## src/rtl/octal_seg_pkg.sv

```systemverilog
// Shared definitions for the octal seven-segment display reader:
// segment pattern constants (gfedcba, active-high), error codes, the
// reader FSM state type and a digit-index to one-hot select helper.
package octal_seg_pkg;

    localparam logic [6:0] SEG_OCT_0 = 7'h3F;
    localparam logic [6:0] SEG_OCT_1 = 7'h06;
    localparam logic [6:0] SEG_OCT_2 = 7'h5B;
    localparam logic [6:0] SEG_OCT_3 = 7'h4F;
    localparam logic [6:0] SEG_OCT_4 = 7'h66;
    localparam logic [6:0] SEG_OCT_5 = 7'h6D;
    localparam logic [6:0] SEG_OCT_6 = 7'h7D;
    localparam logic [6:0] SEG_OCT_7 = 7'h07;

    localparam logic [1:0] ERR_NONE     = 2'b00;
    localparam logic [1:0] ERR_PATTERN  = 2'b01;
    localparam logic [1:0] ERR_OVERFLOW = 2'b10;
    localparam logic [1:0] ERR_MISMATCH = 2'b11;

    typedef enum logic [2:0] {
        ST_IDLE  = 3'd0,
        ST_SCAN0 = 3'd1,
        ST_SCAN1 = 3'd2,
        ST_SCAN2 = 3'd3,
        ST_DONE  = 3'd4,
        ST_FAIL  = 3'd5
    } reader_state_t;

    // Map a digit index (0..2) to its one-hot digit select; index 3 selects nothing.
    function automatic logic [2:0] onehot_sel(input logic [1:0] idx);
        logic [2:0] sel;
        case (idx)
            2'd0:    sel = 3'b001;
            2'd1:    sel = 3'b010;
            2'd2:    sel = 3'b100;
            default: sel = 3'b000;
        endcase
        return sel;
    endfunction

endpackage

```

## src/rtl/seg7_to_oct.sv

```systemverilog
// Combinational decoder from a seven-segment pattern (gfedcba) to an
// octal digit. Any pattern outside the eight legal glyphs is flagged invalid.
module seg7_to_oct
    import octal_seg_pkg::*;
(
    input  logic [6:0] seg,
    output logic [2:0] digit,
    output logic       valid
);

    // Look the pattern up in the glyph table; unknown patterns report digit 0 and valid=0.
    always_comb begin
        digit = 3'd0;
        valid = 1'b1;
        case (seg)
            SEG_OCT_0: digit = 3'd0;
            SEG_OCT_1: digit = 3'd1;
            SEG_OCT_2: digit = 3'd2;
            SEG_OCT_3: digit = 3'd3;
            SEG_OCT_4: digit = 3'd4;
            SEG_OCT_5: digit = 3'd5;
            SEG_OCT_6: digit = 3'd6;
            SEG_OCT_7: digit = 3'd7;
            default: begin
                digit = 3'd0;
                valid = 1'b0;
            end
        endcase
    end

endmodule

```

## src/rtl/octal_display_reader.sv

```systemverilog
// Reads back a three-digit multiplexed octal seven-segment display.
// Each digit is selected for SETTLE_CYCLES cycles, then sampled, decoded
// and checked; the three digits are reassembled into an 8-bit value.
// Optional build macro OCTAL_READER_CONFIRM_EN: every request scans two
// full frames and only reports a value when both frames agree.
module octal_display_reader
    import octal_seg_pkg::*;
#(
    parameter int SETTLE_CYCLES = 4
) (
    input  logic       clk,
    input  logic       rst_n,
    input  logic       start,
    input  logic [6:0] seg_in,
    output logic [2:0] dig_sel,
    output logic       busy,
    output logic [7:0] bin_out,
    output logic       bin_valid,
    output logic       err,
    output logic [1:0] err_code,
    output logic [1:0] err_digit
);

    // A single-cycle dwell still needs a 1-bit counter.
    localparam int              CNT_W    = (SETTLE_CYCLES > 1) ? $clog2(SETTLE_CYCLES) : 1;
    localparam logic [CNT_W-1:0] CNT_LOAD = CNT_W'(SETTLE_CYCLES - 1);
    localparam logic [CNT_W-1:0] CNT_ONE  = CNT_W'(1);
    localparam logic [CNT_W-1:0] CNT_ZERO = CNT_W'(0);

    reader_state_t     state_r;
    logic [CNT_W-1:0]  cnt_r;
    logic [2:0]        dig_sel_r;
    logic              busy_r;
    logic [7:0]        bin_out_r;
    logic              bin_valid_r;
    logic              err_r;
    logic [1:0]        err_code_r;
    logic [1:0]        err_digit_r;
    logic [2:0]        d0_r;
    logic [2:0]        d1_r;

    logic [2:0]        dec_digit_s;
    logic              dec_valid_s;
    logic [1:0]        scan_idx_s;
    logic              scanning_s;
    logic              sample_s;
    logic              overflow_s;

`ifdef OCTAL_READER_CONFIRM_EN
    logic              frame_r;
    logic [2:0]        f_d0_r;
    logic [2:0]        f_d1_r;
    logic [2:0]        f_d2_r;
    logic              mismatch_s;
    logic [1:0]        mismatch_idx_s;
`endif

    // One decoder serves all three scan states; only the selected digit drives seg_in.
    seg7_to_oct u_dec (
        .seg   (seg_in),
        .digit (dec_digit_s),
        .valid (dec_valid_s)
    );

    // Derive the digit index being scanned and whether this edge is its sample point.
    always_comb begin
        scan_idx_s = 2'd0;
        scanning_s = 1'b0;
        case (state_r)
            ST_SCAN0: begin scan_idx_s = 2'd0; scanning_s = 1'b1; end
            ST_SCAN1: begin scan_idx_s = 2'd1; scanning_s = 1'b1; end
            ST_SCAN2: begin scan_idx_s = 2'd2; scanning_s = 1'b1; end
            default:  begin scan_idx_s = 2'd0; scanning_s = 1'b0; end
        endcase
        sample_s = scanning_s && (cnt_r == CNT_ZERO);
        // The MS digit may only carry two bits: 377 octal is the largest byte.
        overflow_s = (state_r == ST_SCAN2) && dec_digit_s[2];
    end

`ifdef OCTAL_READER_CONFIRM_EN
    // Compare the first frame against the second; report the lowest digit that differs.
    always_comb begin
        mismatch_s     = 1'b1;
        mismatch_idx_s = 2'd0;
        if (f_d0_r != d0_r) begin
            mismatch_idx_s = 2'd0;
        end else if (f_d1_r != d1_r) begin
            mismatch_idx_s = 2'd1;
        end else if (f_d2_r != dec_digit_s) begin
            mismatch_idx_s = 2'd2;
        end else begin
            mismatch_s = 1'b0;
        end
    end
`endif

    // Reader FSM: scan digits, validate, assemble the result and drive all outputs from registers.
    always_ff @(posedge clk or negedge rst_n) begin
        if (!rst_n) begin
            state_r     <= ST_IDLE;
            cnt_r       <= CNT_ZERO;
            dig_sel_r   <= 3'b000;
            busy_r      <= 1'b0;
            bin_out_r   <= 8'h00;
            bin_valid_r <= 1'b0;
            err_r       <= 1'b0;
            err_code_r  <= ERR_NONE;
            err_digit_r <= 2'd0;
            d0_r        <= 3'd0;
            d1_r        <= 3'd0;
`ifdef OCTAL_READER_CONFIRM_EN
            frame_r     <= 1'b0;
            f_d0_r      <= 3'd0;
            f_d1_r      <= 3'd0;
            f_d2_r      <= 3'd0;
`endif
        end else begin
            bin_valid_r <= 1'b0;
            err_r       <= 1'b0;
            case (state_r)
                ST_IDLE: begin
                    if (start) begin
                        state_r   <= ST_SCAN0;
                        dig_sel_r <= 3'b001;
                        busy_r    <= 1'b1;
                        cnt_r     <= CNT_LOAD;
`ifdef OCTAL_READER_CONFIRM_EN
                        frame_r   <= 1'b0;
`endif
                    end
                end
                ST_SCAN0, ST_SCAN1, ST_SCAN2: begin
                    if (!sample_s) begin
                        cnt_r <= cnt_r - CNT_ONE;
                    end else if (!dec_valid_s) begin
                        state_r     <= ST_FAIL;
                        dig_sel_r   <= 3'b000;
                        err_r       <= 1'b1;
                        err_code_r  <= ERR_PATTERN;
                        err_digit_r <= scan_idx_s;
                    end else if (overflow_s) begin
                        state_r     <= ST_FAIL;
                        dig_sel_r   <= 3'b000;
                        err_r       <= 1'b1;
                        err_code_r  <= ERR_OVERFLOW;
                        err_digit_r <= 2'd2;
                    end else if (state_r != ST_SCAN2) begin
                        if (state_r == ST_SCAN0) begin
                            d0_r    <= dec_digit_s;
                            state_r <= ST_SCAN1;
                        end else begin
                            d1_r    <= dec_digit_s;
                            state_r <= ST_SCAN2;
                        end
                        dig_sel_r <= onehot_sel(scan_idx_s + 2'd1);
                        cnt_r     <= CNT_LOAD;
`ifdef OCTAL_READER_CONFIRM_EN
                    end else if (!frame_r) begin
                        // First frame complete: remember it and rescan immediately.
                        f_d0_r    <= d0_r;
                        f_d1_r    <= d1_r;
                        f_d2_r    <= dec_digit_s;
                        frame_r   <= 1'b1;
                        state_r   <= ST_SCAN0;
                        dig_sel_r <= 3'b001;
                        cnt_r     <= CNT_LOAD;
                    end else if (mismatch_s) begin
                        state_r     <= ST_FAIL;
                        dig_sel_r   <= 3'b000;
                        err_r       <= 1'b1;
                        err_code_r  <= ERR_MISMATCH;
                        err_digit_r <= mismatch_idx_s;
`endif
                    end else begin
                        state_r     <= ST_DONE;
                        dig_sel_r   <= 3'b000;
                        bin_out_r   <= {dec_digit_s[1:0], d1_r, d0_r};
                        bin_valid_r <= 1'b1;
                    end
                end
                ST_DONE, ST_FAIL: begin
                    // Result cycle ends here; a start seen now is deliberately dropped.
                    state_r   <= ST_IDLE;
                    busy_r    <= 1'b0;
                    dig_sel_r <= 3'b000;
                end
                default: begin
                    state_r   <= ST_IDLE;
                    busy_r    <= 1'b0;
                    dig_sel_r <= 3'b000;
                    cnt_r     <= CNT_ZERO;
                end
            endcase
        end
    end

    assign dig_sel   = dig_sel_r;
    assign busy      = busy_r;
    assign bin_out   = bin_out_r;
    assign bin_valid = bin_valid_r;
    assign err       = err_r;
    assign err_code  = err_code_r;
    assign err_digit = err_digit_r;

endmodule

```

## config.mk

```make
export PLATFORM = sky130hd
export DESIGN_NAME = octal_display_reader
export DESIGN_NICKNAME = d
export VERILOG_FILES = /design/src/rtl/octal_seg_pkg.sv /design/src/rtl/seg7_to_oct.sv /design/src/rtl/octal_display_reader.sv
export SDC_FILE = /design/constraint.sdc
export NUM_CORES = 1
export LEC_CHECK = 0
export ABC_AREA = 0
export CORE_AREA = 4 4 59 66
export CTS_CLUSTER_SIZE = 10
export DETAILED_ROUTE_END_ITERATION = 16
export DIE_AREA = 0 0 63 70
export PLACE_DENSITY = 0.74
export SYNTH_ARGS = -nofsm -noshare
export SYNTH_HDL_FRONTEND = slang
export SYNTH_SLANG_ARGS = --single-unit
```

## constraint.sdc

```tcl
create_clock -name clk -period 2.3 [get_ports clk]
set_input_delay 0.46 -clock clk [delete_from_list [all_inputs] [get_ports clk]]
set_output_delay 0.46 -clock clk [all_outputs]
set_load 0.01 [all_outputs]
```

==> results.ini <==
[layout]
fin_nets=208
register_area_um2=725.7
post_route_cells_drive_above_1_share_pct=26.26
finish.utilization_pct=62.95
n_fill_cell=274
diodes=0
multiInputGateArea_um2=774.5
area_growth_pct=33.23

[worst_setup_path]
worst_path_most_repeated_cell=nor3_2
critPathTopFamily=simple AND/OR/NAND/NOR gates
r2r_start=cnt_r[0]$_DFFE_PN0P_
cp_cell_sequence=clkdlybuf4s50_1, or4b_4, nor3_2, nor3_2, a21oi_2, mux2_2
worstRegToRegCells=7
cp_slowest_cell=or4b_4
rr_endpoint=d1_r[1]$_DFFE_PN0P_
crit_cells=6
critical_path_required_ns=2.53
path_buf_inv=1
worstSetupPathType=in -> reg
cp.arrival_ns=2.41
setup.worst_path.end_class=register
setup.worst_path.start_class=input pin
ff2ff_setup_slack_ns=0.31
cpPeakStageDelay_ns=0.53
critical_path.startpoint=seg_in[5]
critPathMaxFanout=6

[synthesis]
yosys_warnings=0
async_flop_share_pct=100.0
synth-compound-area-share_pct=16.81
synth.most_common_cell=dfrtp_1
synthTopCellsByArea=dfrtp_1, mux2_4, mux2_2, a21oi_1, o21ai_0
synth_xor_xnor_area_share_pct=2.264
syn_inst=147
yosysUniqueCellTypes=44
yosysSeqAreaShare_pct=46.89
synth_top_area_share_pct=46.89
yosys.area_share.simple_pct=16.90
synth.top_cells.by_count=dfrtp_1, a21oi_1, o21ai_0
synth_area_um2=1548
synthMuxAreaShare_pct=12.69
syn_nets=158
synthAdderAreaFrac_pct=0.8084
synth_top_family_by_area=simple AND/OR/NAND/NOR gates
synth.avg_cell_area_um2=10.53
ys.flop_type=dfrtp_1
synth-edff-count=0
synth_area_leader_cell=dfrtp_1
ys_ff_latch=29

[sta]
rsz0062_at_grt=no
slew-limit-headroom_pct=70.69
hold_viol_final=0
fin_tns_setup_ns=0
worstMarginPinSlew_ns=0.4372
min_period_ns=2.183
setup_viol=0
clock_skew_ns=0.005525
max_freq_mhz=458.1
finalCritPeriodShare_pct=94.91
setup_slack_ns=0.1170
final-max-slew-violation-count=0

[drt]
antenna_left=0
first_pass_iters=4
wl_um=3558
viasPerCell=5.654
vias=1323
drtIter0Drc=26
drc=0
wl_per_cell_um=15.21

[floorplan]
fp-row-count=22
core_um2=3276
die-area_um2=4410
start_util_pct=47.25
num_io_pins=28
die_w_um=63
die_h_um=70

[cts]
insertion_delay_ns=0.33
clk_path_buf_depth=2
cts_sinks=29
clk_pin_slew_ns=0.09
root_buffer=clkbuf_4
cts_tree=yes
numCtsBuffers=5
ctsHtreeMaxLevel=2
hold_buffers=0

[grt]
grt_pass1_wl_um=6472
grt_pass1_vias=1382
grtUsageTotal_pct=18.07
overflow=0
antenna_found_initial=0
grt_max_degree=30

[place]
port-buffer-count=27
place.gp.congestion=0.8328
dp.final_hpwl_um=2669
place_ws_ns=-0.2801

[hold_path]
whs_path_depth=1
hold_path_end=dig_sel[1]$_DFFE_PN0P_
hold_class=reg -> reg
hp-start=dig_sel[1]$_DFFE_PN0P_

[job]
maxCapViolCount=0

[pwr]
vdd_drop_max_mv=0.5509
p_leak_uw=0.0009780
power_density_nw_per_um2=791.4

[run_status]
run_status=finished, final reports clean

-- kinds of logic after synthesis --
kind of cell	count (synthesis)
mux	15
simple gates	45
fa+ha+maj	1
compound gates	41
flops	29
xor+xnor	4
buf+inv	12
-- worst register-to-register path: stages (launching register included) --
cell     delay, ns
dfrtp_1       0.39
inv_1         0.10
ha_1          0.18
and2b_1       0.22
nand2_1       0.14
or2_2         0.32
a21oi_2       0.18
mux2_2        0.36
-- registers in the layout (all words and copies together), names as in the netlist --
register   flops
err_code       2
dig_sel        3
err_digit      2
cnt_r          2
bin_out        8
busy           1
state_r        3
d0_r           3
bin_valid      1
d1_r           3
err            1
-- cells in the final DEF, fill, tap and decap left out, types with 3 or more instances in the layout --
cell type and n:
dfrtp_1 29, clkdlybuf4s50_1 27, buf_4 23, o21ai_0 11, a21oi_1 10, nand2_1 9
nor2_1 8, mux2_4 8, inv_1 5, o22ai_1 5, mux2_2 5, clkbuf_4 5
nor3_1 4, nand2b_1 3, nand3_1 3, and3_1 3
-- worst max-delay path by stage --
stage,endpoint,slack (ns)
2_1_floorplan,d1_r[0]$_DFFE_PN0P_,0.33
3_3_place_gp,d1_r[1]$_DFFE_PN0P_,-0.21
3_5_place_dp,d1_r[1]$_DFFE_PN0P_,-0.28
4_1_cts,d1_r[1]$_DFFE_PN0P_,0.09
5_1_grt,d0_r[1]$_DFFE_PN0P_,0.03
6_report,d0_r[1]$_DFFE_PN0P_,0.12
-- per-stage QoR --
step,instance area [um^2],instances,hold slack [ns],power (uW)
2_1_floorplan,1548,147,0.1644,1074
3_3_place_gp,1998,226,0.4657,1303
3_5_place_dp,1998,226,0.4694,1331
4_1_cts,2053,234,0.4899,1643
5_1_grt,2062,234,0.5179,1776
6_report,2062,234,0.4825,1632
-- layer usage --
metal  vias to the layer above  wire (um)  global-route usage [%]  part of all wire (%)
met5                         -          0                       0                     0
met4                         0         40                   6.127                   1.1
met3                         3        148                   4.180                   4.2
met2                        41       1819                   31.07                    51
met1                       642       1548                   22.05                    44
li1                        637          -                       -                     -
-- layout make-up --
cell class	count	area share [%]
Timing Repair Buffer	50	21.48
Multi-Input combinational cell	106	37.56
Sequential cell	29	35.19
Clock inverter	3	0.8495
Inverter	5	0.9102
Tap cell	36	2.184
Clock buffer	5	1.820
-- report_power, final --
| group | total, uW | leakage (uW) | internal [uW] | switching [uW] |
|---|---|---|---|---|
| clock | 304 | 0.0000310 | 115 | 189 |
| sequential | 664 | 0.000386 | 593 | 70.2 |
| combinational | 664 | 0.000561 | 319 | 345 |
-- repair_timing --
action | in CTS | in global routing
gates resized for setup | 0 | 2
setup endpoints to repair | 0 | 2
setup buffers | 0 | 0
Note: power is estimated with default switching activity, not from simulation.
